`config.mk`:
```
export PLATFORM = sky130hd
export DESIGN_NAME = uart_speed_receiver_flat
export DESIGN_NICKNAME = d
export VERILOG_FILES = /design/src/rtl/uart_speed_receiver_pkg.sv /design/src/rtl/uart_speed_receiver_if.sv /design/src/rtl/uart_speed_receiver_rx.sv /design/src/rtl/uart_speed_receiver.sv /design/src/flat_wrapper.sv
export SDC_FILE = /design/constraint.sdc
export NUM_CORES = 1
export LEC_CHECK = 0
export ABC_AREA = 1
export CORE_MARGIN = 2
export CORE_UTILIZATION = 64
export CTS_BUF_LIST = sky130_fd_sc_hd__clkbuf_4
export CTS_CLUSTER_DIAMETER = 200
export DETAILED_ROUTE_END_ITERATION = 10
export GPL_TIMING_DRIVEN = 0
export PLACE_DENSITY = 0.95
export SETUP_SLACK_MARGIN = 0.05
export SYNTH_ARGS = -nofsm -noshare
export SYNTH_HDL_FRONTEND = slang
export SYNTH_SLANG_ARGS = --single-unit
```
`constraint.sdc`:
```
create_clock -name clk -period 5.7 [get_ports clk]
set_input_delay 0.855 -clock clk [delete_from_list [all_inputs] [get_ports clk]]
set_output_delay 0.855 -clock clk [all_outputs]
set_load 0.02 [all_outputs]
```
`src/rtl/uart_speed_receiver_pkg.sv`:
```
// Shared types and constants for the speed-record UART receive path.
// Each character carries a position flag in its top bit and a 7-bit payload.
package uart_pkg;

    localparam int UART_DATA_SIZE = 8;
    localparam int HDR_BIT        = 7;
    localparam int PAYLOAD_BITS   = UART_DATA_SIZE - 1;

    typedef enum logic [2:0] {
        RX_IDLE,
        RX_START,
        RX_DATA,
        RX_STOP,
        RX_BREAK
    } rx_state_t;

    typedef enum logic {
        ASM_WAIT_HI,
        ASM_WAIT_LO
    } asm_state_t;

endpackage

```
`src/rtl/uart_speed_receiver_if.sv`:
```
// Bundle of the receiver's line input, record outputs and FSM debug taps.
// The slave side is the receiver; the master side drives the line and watches results.
interface uart_speed_receiver_if
    import uart_pkg::*;
#(
    parameter int WIDTH_SPEED = 14
);
    logic                   serial_data_in;
    logic [WIDTH_SPEED-1:0] speed;
    logic                   speed_valid;
    logic                   frame_error;
    logic                   sync_error;
    logic                   rx_busy;
    rx_state_t              byte_state_dbg;
    asm_state_t             asm_state_dbg;

    // speed_valid, frame_error and sync_error are single-cycle strobes with no
    // ready/backpressure: the consumer must take each one on the cycle it is high.
    modport slave (
        input  serial_data_in,
        output speed,
        output speed_valid,
        output frame_error,
        output sync_error,
        output rx_busy,
        output byte_state_dbg,
        output asm_state_dbg
    );

    modport master (
        output serial_data_in,
        input  speed,
        input  speed_valid,
        input  frame_error,
        input  sync_error,
        input  rx_busy,
        input  byte_state_dbg,
        input  asm_state_dbg
    );
endinterface

```
`src/rtl/uart_speed_receiver_rx.sv`:
```
// 8N1 character receiver: line synchroniser, free-running oversample tick and byte FSM.
// Emits one-cycle byte_valid with rx_data, or frame_error when the stop bit is low.
module uart_receiver
    import uart_pkg::*;
#(
    parameter int DATA_SIZE = 8,
    parameter int SAMPLE    = 16,
    parameter int BAUD_DVSR = 271
) (
    input  logic                 clk,
    input  logic                 reset,
    input  logic                 serial_data_in,
    output logic [DATA_SIZE-1:0] rx_data,
    output logic                 byte_valid,
    output logic                 frame_error,
    output logic                 rx_busy,
    output rx_state_t            state_dbg
);
    localparam int BW = (BAUD_DVSR > 1) ? $clog2(BAUD_DVSR) : 1;
    localparam int SW = $clog2(SAMPLE);
    localparam int NW = (DATA_SIZE > 1) ? $clog2(DATA_SIZE) : 1;

    localparam logic [BW-1:0] BAUD_LAST = BW'(BAUD_DVSR - 1);
    localparam logic [SW-1:0] HALF_LAST = SW'(SAMPLE / 2 - 1);
    localparam logic [SW-1:0] FULL_LAST = SW'(SAMPLE - 1);
    localparam logic [NW-1:0] BIT_LAST  = NW'(DATA_SIZE - 1);

    logic                 r_sync1;
    logic                 r_sync2;
    logic                 r_line_d;
    logic [BW-1:0]        r_baud_cnt;
    rx_state_t            r_state;
    logic [SW-1:0]        r_s_cnt;
    logic [NW-1:0]        r_n_cnt;
    logic [DATA_SIZE-1:0] r_shift;
    logic [DATA_SIZE-1:0] r_rx_data;
    logic                 r_byte_valid;
    logic                 r_frame_error;

    logic w_fall;
    logic w_tick;

    // Line flops reset to the idle level so leaving reset never looks like a start edge.
    always_ff @(posedge clk or posedge reset) begin
        if (reset) begin
            r_sync1  <= 1'b1;
            r_sync2  <= 1'b1;
            r_line_d <= 1'b1;
        end else begin
            r_sync1  <= serial_data_in;
            r_sync2  <= r_sync1;
            r_line_d <= r_sync2;
        end
    end

    assign w_fall = r_line_d & ~r_sync2;

    always_ff @(posedge clk or posedge reset) begin
        if (reset) begin
            r_baud_cnt <= '0;
        end else if (r_baud_cnt == BAUD_LAST) begin
            r_baud_cnt <= '0;
        end else begin
            r_baud_cnt <= r_baud_cnt + 1'b1;
        end
    end

    assign w_tick = (r_baud_cnt == BAUD_LAST);

    always_ff @(posedge clk or posedge reset) begin
        if (reset) begin
            r_state       <= RX_IDLE;
            r_s_cnt       <= '0;
            r_n_cnt       <= '0;
            r_shift       <= '0;
            r_rx_data     <= '0;
            r_byte_valid  <= 1'b0;
            r_frame_error <= 1'b0;
        end else begin
            r_byte_valid  <= 1'b0;
            r_frame_error <= 1'b0;
            case (r_state)
                RX_IDLE: begin
                    if (w_fall) begin
                        r_state <= RX_START;
                        r_s_cnt <= '0;
                    end
                end
                RX_START: begin
                    if (w_tick) begin
                        if (r_s_cnt == HALF_LAST) begin
                            r_s_cnt <= '0;
                            r_n_cnt <= '0;
                            // A start bit that is already high again at mid-bit was a glitch.
                            r_state <= r_sync2 ? RX_IDLE : RX_DATA;
                        end else begin
                            r_s_cnt <= r_s_cnt + 1'b1;
                        end
                    end
                end
                RX_DATA: begin
                    if (w_tick) begin
                        if (r_s_cnt == FULL_LAST) begin
                            r_s_cnt <= '0;
                            r_shift <= {r_sync2, r_shift[DATA_SIZE-1:1]};
                            if (r_n_cnt == BIT_LAST) begin
                                r_state <= RX_STOP;
                            end else begin
                                r_n_cnt <= r_n_cnt + 1'b1;
                            end
                        end else begin
                            r_s_cnt <= r_s_cnt + 1'b1;
                        end
                    end
                end
                RX_STOP: begin
                    if (w_tick) begin
                        if (r_s_cnt == FULL_LAST) begin
                            r_s_cnt <= '0;
                            if (r_sync2) begin
                                r_rx_data    <= r_shift;
                                r_byte_valid <= 1'b1;
                                r_state      <= RX_IDLE;
                            end else begin
                                r_frame_error <= 1'b1;
                                r_state       <= RX_BREAK;
                            end
                        end else begin
                            r_s_cnt <= r_s_cnt + 1'b1;
                        end
                    end
                end
                RX_BREAK: begin
                    if (r_sync2) begin
                        r_state <= RX_IDLE;
                    end
                end
                default: begin
                    r_state <= RX_IDLE;
                end
            endcase
        end
    end

    assign rx_data     = r_rx_data;
    assign byte_valid  = r_byte_valid;
    assign frame_error = r_frame_error;
    assign rx_busy     = (r_state != RX_IDLE);
    assign state_dbg   = r_state;

endmodule

```
`src/rtl/uart_speed_receiver.sv`:
```
// Speed-record receiver: pairs a flagged high character with the following low
// character and presents the reassembled speed with a one-cycle valid strobe.
module uart_speed_receiver
    import uart_pkg::*;
#(
    parameter int WIDTH_SPEED = 14,
    parameter int DATA_SIZE   = 8,
    parameter int SAMPLE      = 16,
    parameter int BAUD_DVSR   = 271
) (
    input logic                  clk,
    input logic                  reset,
    uart_speed_receiver_if.slave bus
);
    if ((WIDTH_SPEED != 2 * PAYLOAD_BITS) || (DATA_SIZE != PAYLOAD_BITS + 1)) begin : g_width_check
        $error("uart_speed_receiver: WIDTH_SPEED must equal 2*(DATA_SIZE-1)");
    end

    logic [DATA_SIZE-1:0]    w_rx_data;
    logic                    w_byte_valid;
    logic                    w_frame_error;
    logic                    w_rx_busy;
    rx_state_t               w_rx_state;
    logic [PAYLOAD_BITS-1:0] w_payload;
    logic                    w_hdr;

    asm_state_t              r_asm;
    logic [PAYLOAD_BITS-1:0] r_hi;
    logic [WIDTH_SPEED-1:0]  r_speed;
    logic                    r_speed_valid;
    logic                    r_sync_error;

    uart_receiver #(
        .DATA_SIZE (DATA_SIZE),
        .SAMPLE    (SAMPLE),
        .BAUD_DVSR (BAUD_DVSR)
    ) u_rx (
        .clk            (clk),
        .reset          (reset),
        .serial_data_in (bus.serial_data_in),
        .rx_data        (w_rx_data),
        .byte_valid     (w_byte_valid),
        .frame_error    (w_frame_error),
        .rx_busy        (w_rx_busy),
        .state_dbg      (w_rx_state)
    );

    assign w_payload = w_rx_data[PAYLOAD_BITS-1:0];
    assign w_hdr     = w_rx_data[HDR_BIT];

    always_ff @(posedge clk or posedge reset) begin
        if (reset) begin
            r_asm         <= ASM_WAIT_HI;
            r_hi          <= '0;
            r_speed       <= '0;
            r_speed_valid <= 1'b0;
            r_sync_error  <= 1'b0;
        end else begin
            r_speed_valid <= 1'b0;
            r_sync_error  <= 1'b0;
            if (w_frame_error) begin
                // A corrupted character breaks the record silently; resync on the next high byte.
                r_asm <= ASM_WAIT_HI;
            end else if (w_byte_valid) begin
                case (r_asm)
                    ASM_WAIT_HI: begin
                        if (w_hdr) begin
                            r_hi  <= w_payload;
                            r_asm <= ASM_WAIT_LO;
                        end else begin
                            r_sync_error <= 1'b1;
                        end
                    end
                    ASM_WAIT_LO: begin
                        if (!w_hdr) begin
                            r_speed       <= WIDTH_SPEED'({r_hi, w_payload});
                            r_speed_valid <= 1'b1;
                            r_asm         <= ASM_WAIT_HI;
                        end else begin
                            r_sync_error <= 1'b1;
                            r_hi         <= w_payload;
                        end
                    end
                    default: begin
                        r_asm <= ASM_WAIT_HI;
                    end
                endcase
            end
        end
    end

    assign bus.speed          = r_speed;
    assign bus.speed_valid    = r_speed_valid;
    assign bus.frame_error    = w_frame_error;
    assign bus.sync_error     = r_sync_error;
    assign bus.rx_busy        = w_rx_busy;
    assign bus.byte_state_dbg = w_rx_state;
    assign bus.asm_state_dbg  = r_asm;

endmodule
```
`src/flat_wrapper.sv`:
```
// flat-port wrapper written by rule: the top's interface ports become plain ports
module uart_speed_receiver_flat import uart_pkg::*;
#(
    parameter int WIDTH_SPEED = 14,
    parameter int DATA_SIZE   = 8,
    parameter int SAMPLE      = 16,
    parameter int BAUD_DVSR   = 271
)
  (clk, reset, bus_serial_data_in, bus_speed, bus_speed_valid, bus_frame_error, bus_sync_error, bus_rx_busy, bus_byte_state_dbg, bus_asm_state_dbg);
  uart_speed_receiver_if #(.WIDTH_SPEED(WIDTH_SPEED)) bus_i ();
  input logic clk;
  input logic reset;
  input wire logic [$bits(bus_i.serial_data_in)-1:0] bus_serial_data_in;
  output wire logic [$bits(bus_i.speed)-1:0] bus_speed;
  output wire logic [$bits(bus_i.speed_valid)-1:0] bus_speed_valid;
  output wire logic [$bits(bus_i.frame_error)-1:0] bus_frame_error;
  output wire logic [$bits(bus_i.sync_error)-1:0] bus_sync_error;
  output wire logic [$bits(bus_i.rx_busy)-1:0] bus_rx_busy;
  output wire logic [$bits(bus_i.byte_state_dbg)-1:0] bus_byte_state_dbg;
  output wire logic [$bits(bus_i.asm_state_dbg)-1:0] bus_asm_state_dbg;
  assign bus_i.serial_data_in = bus_serial_data_in;
  assign bus_speed = bus_i.speed;
  assign bus_speed_valid = bus_i.speed_valid;
  assign bus_frame_error = bus_i.frame_error;
  assign bus_sync_error = bus_i.sync_error;
  assign bus_rx_busy = bus_i.rx_busy;
  assign bus_byte_state_dbg = bus_i.byte_state_dbg;
  assign bus_asm_state_dbg = bus_i.asm_state_dbg;
  uart_speed_receiver #(.WIDTH_SPEED(WIDTH_SPEED), .DATA_SIZE(DATA_SIZE), .SAMPLE(SAMPLE), .BAUD_DVSR(BAUD_DVSR)) u_core (.clk(clk), .reset(reset), .bus(bus_i));
endmodule
```
==> results of run 1 <==
flip-flops by register name, summed over array words and instances (netlist names), 3 cells and up:
signal	cells
u_core.r_hi	7
u_core.u_rx.state_dbg	3
u_core.u_rx.r_n_cnt	3
u_core.u_rx.r_shift	8
u_core.bus.speed	14
u_core.u_rx.r_baud_cnt	9
u_core.u_rx.r_s_cnt	4
u_core.u_rx.rx_data	8
stage by stage:
stage               power (mW)  utilization  instances  setup WS [ps]
floorplan                0.606            -        296           3250
CTS                       1.00        0.772        389           3200
finish                   0.999        0.772        389           3220
global route              1.04        0.772        389           3130
global placement         0.645        0.730        372           2280
detailed placement       0.656        0.735        373           3660
logic make-up (layout without fill, tap and decap cells):
kind of cell	Yosys count	in the layout	synth area share
compound gates	46	46	0.0933
xor+xnor	3	3	0.00929
fa+ha+maj	6	6	0.0265
buf+inv	48	89	0.0708
simple gates	121	121	0.201
flops	64	64	0.567
mux	8	8	0.0314
cells in the final DEF (no fill, tap or decap), types with 2 or more instances in the layout:
cell type        count
mux2_2               7
dfrtp_1             61
a21oi_1              4
clkinv_2             3
dfstp_2              3
o21ai_2              7
clkdlybuf4s50_1     24
buf_6                2
or2_2                3
nand3_1             16
nand3_4              2
nand2_1             70
a21oi_2              2
nor2_1              14
inv_1               36
nor2_4               3
nand4_1              4
o21ai_1              8
ha_1                 6
clkbuf_1             2
nand2_2              3
xor2_1               3
o21ai_0             25
nor3_1               3
inv_2                5
bufinv_16            2
clkbuf_4             9
power by group:
| group | total (mW) | switching (mW) | internal, mW | leakage, nW |
|---|---|---|---|---|
| clock | 0.351 | 0.172 | 0.178 | 0.0863 |
| combinational | 0.171 | 0.112 | 0.0586 | 0.646 |
| sequential | 0.478 | 0.0128 | 0.465 | 0.867 |
| total | 0.999 | 0.297 | 0.702 | 1.60 |
layer usage:
layer  part of all wire  global-route usage  vias to the layer above
li1                   -                   -                     1028
met1               0.44               0.299                     1040
met2               0.49               0.390                       56
met3              0.032              0.0462                       22
met4              0.036               0.150                        0
met5                  0                   0                        -
cell type report:
type                            instances  share of cell area
Timing Repair Buffer                   25              0.0785
Clock buffer                            9              0.0204
Inverter                               43              0.0498
Clock inverter                          7              0.0287
Sequential cell                        64               0.484
Multi-Input combinational cell        184               0.309
Buffer                                  5              0.0106
Tap cell                               52              0.0196
worst paths after layout:
kind	slack (ps)	end	depth (start not counted)
worst min register to register	360	u_core.u_rx.r_sync2	0
max in group asynchronous	4190	u_core.u_rx.r_line_d	3
worst max-delay path	3220	bus_rx_busy	3
min in group asynchronous	840	u_core.bus.speed[5]	2
worst max register to register	4100	u_core.u_rx.r_n_cnt[1]	9
worst min-delay path	360	u_core.u_rx.r_sync2	0
==> impl_metrics.json, run 1 <==
{
  "coreArea_mm2": 0.00429,
  "dr.pass1.iters": 4,
  "synth_edf_count": 0,
  "fin_setup_tns_ps": 0,
  "clk-insertion-delay-late_ps": 410,
  "cts_tree": "built",
  "finalMaxSlewViolations": 0,
  "drcViolationCount": 0,
  "period_share": 0.435,
  "synth_top_area_frac": 0.540,
  "netlist_instances": 296,
  "ys.flop_type": "dfrtp_1",
  "worst_pin_slew_ps": 623,
  "cts_htree_levels": 3,
  "whs_ps": 365,
  "antenna_cells": 0,
  "worst_clock_skew_ps": 13.9,
  "die_area_mm2": 0.00497,
  "post_cts_buffers": 0,
  "crit_required_ps": 4850,
  "cp_top_family": "buffers and inverters",
  "start_util": 0.659,
  "regToRegStartpoint": "u_core.u_rx.r_baud_cnt[0]",
  "powerDensity_mw_per_mm2": 301,
  "rsz0062_at_grt": "false",
  "cts_sinks": 64,
  "vias": 2146,
  "regArea_mm2": 0.00161,
  "relSlewSlack": 0.584,
  "grt_pass1_wl_mm": 9.23,
  "finalInstanceArea_mm2": 0.00332,
  "track_usage": 0.241,
  "setup_viol": 0,
  "grt_pass1_vias": 2103,
  "syn_nets": 305,
  "max_cap_violations": 0,
  "drtAntennaViolNets": 0,
  "p_leak_nw": 1.60,
  "end_kind": "primary output",
  "clockRootBuffer": "clkbuf_4",
  "slowest_stage": "clkdlybuf4s50_1",
  "hp-start": "u_core.u_rx.r_sync1",
  "finalWeightedCongestion": 0.842,
  "cts_made_buffers": 9,
  "async_reset_ff_frac": 1.00,
  "cp_cell_sequence": "inv_2 -> nand2_1 -> clkdlybuf4s50_1",
  "crit_fanout": 6,
  "fin_crit_ps": 2480,
  "via_per_inst": 5.52,
  "synth_cell_types": 30,
  "critPathMaxStageDelay_ps": 590,
  "clk_pin_slew_ps": 110,
  "synth_area_per_cell_um2": 9.56,
  "multi_input_area_mm2": 0.00102,
  "yosysSeqAreaShare": 0.567,
  "std_cell_rows": 24,
  "dp_hpwl_mm": 3.93,
  "grt_max_degree": 36,
  "synthTopCellsByCount": "70 x nand2_1, 61 x dfrtp_1, 37 x inv_1, 25 x o21ai_0, 16 x nand3_1",
  "routedWlPerCell_um": 14.0,
  "post_dp_cell_area_mm2": 0.00315,
  "arrival_ps": 1630,
  "yosysMostFrequentCell": "nand2_1",
  "yosys_warnings": 0,
  "layout.nets": 341,
  "drt-initial-drc-count": 144,
  "synth_area_leader_cell": "dfrtp_1",
  "path_class": "register to primary output",
  "critical_path.startpoint_type": "register",
  "fp.dieH_um": 70.5,
  "clk_path_buf_depth": 2,
  "drive_above_1_share": 0.178,
  "syn2layout_area_growth_pct": 17.2,
  "synth_seq_cells": 64,
  "grt_overflow_total": 0,
  "io_buffer_count": 24,
  "status": "finished clean",
  "hold_class": "register to register",
  "cts-resized-gates": 0,
  "max_freq_mhz": 403,
  "synth.area.top_cells": "dfrtp_1 54%, nand2_1 9.3%, inv_1 4.9%",
  "hold_buffers": 0,
  "antenna_found_initial": 0,
  "ir_drop_mv": 0.245,
  "final_hold_viol_count": 0,
  "critPathBufInv": 2,
  "fillers": 267,
  "io_pins": 25,
  "critPathLaunch": "u_core.u_rx.state_dbg[2]",
  "die-width_um": 70.5,
  "syn_area_mm2": 0.00283,
  "wirelength_mm": 5.45
}
Note: power is estimated with default switching activity, not from simulation.
==> run 2: changes to the inputs <==
Settings changed: CORE_UTILIZATION 64 to 53, PLACE_DENSITY 0.95 to 0.89.
Clock period 5.7 ns to 2.1 ns, I/O delays scaled along.
==> impl_metrics.json, run 2 (same netlist as run 1, synthesis figures left out) <==
{
  "max_freq_mhz": 513,
  "cts_htree_levels": 3,
  "clk-insertion-delay-late_ps": 410,
  "clk_path_buf_depth": 2,
  "via_per_inst": 4.96,
  "cp_cell_sequence": "nor2_1 -> nand2_1 -> clkdlybuf4s50_1",
  "ir_drop_mv": 0.426,
  "cts_made_buffers": 9,
  "cts_sinks": 64,
  "rsz0062_at_grt": "false",
  "grt_max_degree": 37,
  "p_comb_frac": 0.186,
  "coreArea_mm2": 0.00514,
  "routedWlPerCell_um": 11.4,
  "antenna_found_initial": 0,
  "grt_pass1_wl_mm": 8.41,
  "dp_hpwl_mm": 3.51,
  "antenna_cells": 0,
  "intPower_mw": 1.67,
  "wirelength_mm": 4.65,
  "post_cts_buffers": 0,
  "crit_required_ps": 1780,
  "regToRegEndpoint": "u_core.u_rx.r_n_cnt[2]",
  "p_leak_nw": 1.57,
  "fin_crit_ps": 1950,
  "final_hold_viol_count": 0,
  "die_area_mm2": 0.00594,
  "drt-initial-drc-count": 114,
  "finalWeightedCongestion": 0.826,
  "clk_pin_slew_ps": 100,
  "fin_setup_tns_ps": 0,
  "fp.dieH_um": 77.1,
  "crit_end": "bus_rx_busy",
  "hold_class": "primary input to asynchronous set/reset pin",
  "period_share": 0.928,
  "layout.nets": 341,
  "io_pins": 25,
  "powerDensity_mw_per_mm2": 740,
  "cts-resized-gates": 0,
  "worst_clock_skew_ps": 8.69,
  "drive_above_1_share": 0.172,
  "path_class": "register to primary output",
  "grt_pass1_vias": 1962,
  "drtAntennaViolNets": 0,
  "track_usage": 0.181,
  "hold_buffers": 0,
  "end_kind": "primary output",
  "fin_util": 0.640,
  "cts_tree": "built",
  "syn2layout_area_growth_pct": 16.2,
  "arrival_ps": 1630,
  "setup_viol": 0,
  "p_seq_frac": 0.533,
  "worst-r2r-cell-count": 9,
  "die-width_um": 77.1,
  "critPathMaxStageDelay_ps": 530,
  "max_cap_violations": 0,
  "p_sw_frac": 0.314,
  "status": "finished clean",
  "r2r_setup_slack_ps": 510,
  "critical_path.startpoint_type": "register",
  "regToRegStartpoint": "u_core.u_rx.r_baud_cnt[0]",
  "post_dp_cell_area_mm2": 0.00318,
  "worst_pin_slew_ps": 612,
  "finalInstanceArea_mm2": 0.00329,
  "grt_overflow_total": 0,
  "dr.pass1.iters": 4,
  "largest_reg_flops": 14,
  "slowest_stage": "clkdlybuf4s50_1",
  "relSlewSlack": 0.591,
  "critPathLaunch": "u_core.u_rx.state_dbg[0]",
  "finalMaxSlewViolations": 0,
  "p_clk_frac": 0.281,
  "drcViolationCount": 0,
  "clockRootBuffer": "clkbuf_4",
  "mostFrequentLayoutCells": "70 x nand2_1, 61 x dfrtp_1, 36 x inv_1",
  "vias": 2018,
  "final_common_cell": "nand2_1",
  "p_switching_mw": 0.763,
  "crit_fanout": 7,
  "std_cell_rows": 26,
  "io_buffer_count": 24,
  "start_util": 0.550,
  "fillers": 414
}
==> run 2: cell count changes in the layout (fill, tap and decap cells not counted) <==
cell        change
bufinv_16       -2
clkbuf_4        +1
clkinv_1        +2
clkinv_2        -1
clkinvlp_4      +1
inv_6           -1
==> run 2: worst min-delay path by stage <==
stage,startpoint,depth (start not counted),to
CTS,bus_serial_data_in,1,u_core.u_rx.r_sync1
finish,reset,2,u_core.bus.sync_error
floorplan,bus_serial_data_in,0,u_core.u_rx.r_sync1
detailed placement,u_core.u_rx.r_sync1,0,u_core.u_rx.r_sync2
global placement,u_core.u_rx.r_sync1,0,u_core.u_rx.r_sync2
global route,bus_serial_data_in,1,u_core.u_rx.r_sync1
==> run 2: layout make-up <==
| class | count | area, µm² | area share |
|---|---|---|---|
| multi-input combinational | 184 | 1020 | 0.311 |
| buffer | 5 | 35.0 | 0.0107 |
| sequential | 64 | 1610 | 0.488 |
| timing repair buffer | 25 | 260 | 0.0791 |
| inverter | 43 | 165 | 0.0502 |
| clock inverter | 6 | 36.3 | 0.0110 |
| clock buffer | 10 | 75.1 | 0.0228 |
| tap | 70 | 87.6 | 0.0266 |
==> run 2: worst max-delay path: cells and delay by family, from the launching register on <==
kind | cells | cell delay, ps
DFF | 1 | 460
buffers and inverters | 1 | 530
and+or+nand+nor | 2 | 230
==> run 2: through the flow <==
stage	instances	hold WS, ps	setup WS (ps)	power, mW
after floorplan	296	319	192	1.64
after global placement	390	346	-802	1.75
after detailed placement	391	347	510	1.77
after CTS	407	275	137	2.46
after global routing	407	292	77.4	2.57
final	407	294	151	2.43
==> run 2: power by group through the flow <==
stage / registers, mW / logic (mW) / clock network [mW]
after global placement: 1.32 / 0.436 / 0
after global routing: 1.30 / 0.517 / 0.754
after CTS: 1.30 / 0.453 / 0.709
after floorplan: 1.33 / 0.310 / 0
after detailed placement: 1.32 / 0.450 / 0
final: 1.30 / 0.452 / 0.683
==> run 2: layer usage <==
| layer | track usage | wire length, µm |
|---|---|---|
| met5 | 0 | 0 |
| met4 | 0.107 | 114 |
| met3 | 0.0400 | 132 |
| met2 | 0.296 | 2260 |
| met1 | 0.221 | 2140 |
==> run 3: changes to the inputs <==
Settings changed: GPL_TIMING_DRIVEN 0 to default.
==> impl_metrics.json, run 3 (same netlist as run 1, synthesis figures left out) <==
{
  "die_area_mm2": 0.00594,
  "antenna_cells": 0,
  "coreArea_mm2": 0.00514,
  "arrival_ps": 1640,
  "syn2layout_area_growth_pct": 17.8,
  "relSlewSlack": 0.672,
  "hold_class": "primary input to asynchronous set/reset pin",
  "max_cap_violations": 0,
  "grt_overflow_total": 0,
  "fp.dieH_um": 77.1,
  "post_cts_buffers": 0,
  "finalWeightedCongestion": 0.811,
  "dr.pass1.iters": 4,
  "vias": 2118,
  "worst_pin_slew_ps": 492,
  "end_kind": "primary output",
  "cts_tree": "built",
  "r2r_setup_slack_ps": 500,
  "cts_made_buffers": 9,
  "cts_htree_levels": 3,
  "fillers": 429,
  "cp_cell_sequence": "inv_2 -> nand2_1 -> clkdlybuf4s50_1",
  "fin_util": 0.648,
  "critPathMaxStageDelay_ps": 590,
  "clockRootBuffer": "clkbuf_4",
  "max_freq_mhz": 511,
  "grt_max_degree": 26,
  "multi_input_area_mm2": 0.00102,
  "powerDensity_mw_per_mm2": 818,
  "finalMaxSlewViolations": 0,
  "ir_drop_mv": 0.441,
  "rsz0062_at_grt": "false",
  "wirelength_mm": 5.33,
  "std_cell_rows": 26,
  "setup_viol": 0,
  "io_buffer_count": 24,
  "fin_setup_tns_ps": 0,
  "die-width_um": 77.1,
  "via_per_inst": 5.24,
  "layout.nets": 338,
  "clk_pin_slew_ps": 120,
  "crit_fanout": 6,
  "clk_path_buf_depth": 2,
  "period_share": 0.931,
  "drtAntennaViolNets": 0,
  "p_leak_nw": 1.60,
  "p_total_mw": 2.73,
  "largest_reg_flops": 14,
  "antenna_found_initial": 0,
  "slowest_stage": "clkdlybuf4s50_1",
  "routedWlPerCell_um": 13.2,
  "regArea_mm2": 0.00161,
  "status": "finished clean",
  "drt-initial-drc-count": 145,
  "grt_pass1_vias": 2020,
  "dp_hpwl_mm": 3.98,
  "io_pins": 25,
  "crit_required_ps": 1780,
  "start_util": 0.550,
  "drcViolationCount": 0,
  "cts-resized-gates": 0,
  "drive_above_1_share": 0.177,
  "final_common_cell": "nand2_1",
  "mostFrequentLayoutCells": "70 x nand2_1, 61 x dfrtp_1, 36 x inv_1",
  "cts_sinks": 64,
  "fin_crit_ps": 1960,
  "hold_buffers": 0,
  "track_usage": 0.198,
  "critical_path.startpoint_type": "register",
  "clk-insertion-delay-late_ps": 420,
  "path_class": "register to primary output",
  "grt_pass1_wl_mm": 9.12,
  "worst_clock_skew_ps": 16.1,
  "final_hold_viol_count": 0
}
==> run 3: report_power, final <==
group | leakage, nW | switching (mW) | total, mW | internal [mW]
Combinational | 0.643 | 0.310 | 0.473 | 0.163
Sequential | 0.867 | 0.0354 | 1.30 | 1.26
Clock | 0.0863 | 0.471 | 0.955 | 0.484
Total | 1.60 | 0.817 | 2.73 | 1.91
==> run 3: routing by layer <==
layer | GRT usage | wire length, µm | share of wire
met4 | 0.104 | 133 | 0.025
met1 | 0.241 | 2330 | 0.44
met3 | 0.0388 | 215 | 0.040
met5 | 0 | 0 | 0
met2 | 0.335 | 2650 | 0.50
==> run 3: layout make-up <==
type	count	area share
repair buffers	27	0.0864
well taps	70	0.0263
flip-flops and latches	64	0.482
inverters	43	0.0496
clock buffers	9	0.0203
clock inverters	7	0.0285
multi-input cells	184	0.307
==> run 3: path summary, 6_finish.rpt <==
| kind | startpoint | to | cells past startpoint |
|---|---|---|---|
| max | u_core.u_rx.state_dbg[2] | bus_rx_busy | 3 |
| min | reset | u_core.r_hi[1] | 2 |
| max reg2reg | u_core.u_rx.r_baud_cnt[0] | u_core.u_rx.state_dbg[0] | 9 |
| min reg2reg | u_core.u_rx.r_sync1 | u_core.u_rx.r_sync2 | 0 |
| max in group asynchronous | reset | u_core.u_rx.r_sync1 | 3 |
| min in group clk | bus_serial_data_in | u_core.u_rx.r_sync1 | 1 |
==> run 3: per-stage QoR <==
stage          hold slack (ps)  cells  area, µm²  worst slack, ps
2_1_floorplan              319    296       2830              192
3_3_place_gp               348    388       3170              593
3_5_place_dp               356    388       3170              522
4_1_cts                    245    404       3330              139
5_1_grt                    246    404       3330             87.9
6_report                   228    404       3330              144
==> run 3: critical path, delay by kind of cell, from the launching register on <==
| family | cells | cell delay (ps) |
|---|---|---|
| DFF | 1 | 460 |
| buffers and inverters | 2 | 680 |
| and+or+nand+nor | 1 | 70 |
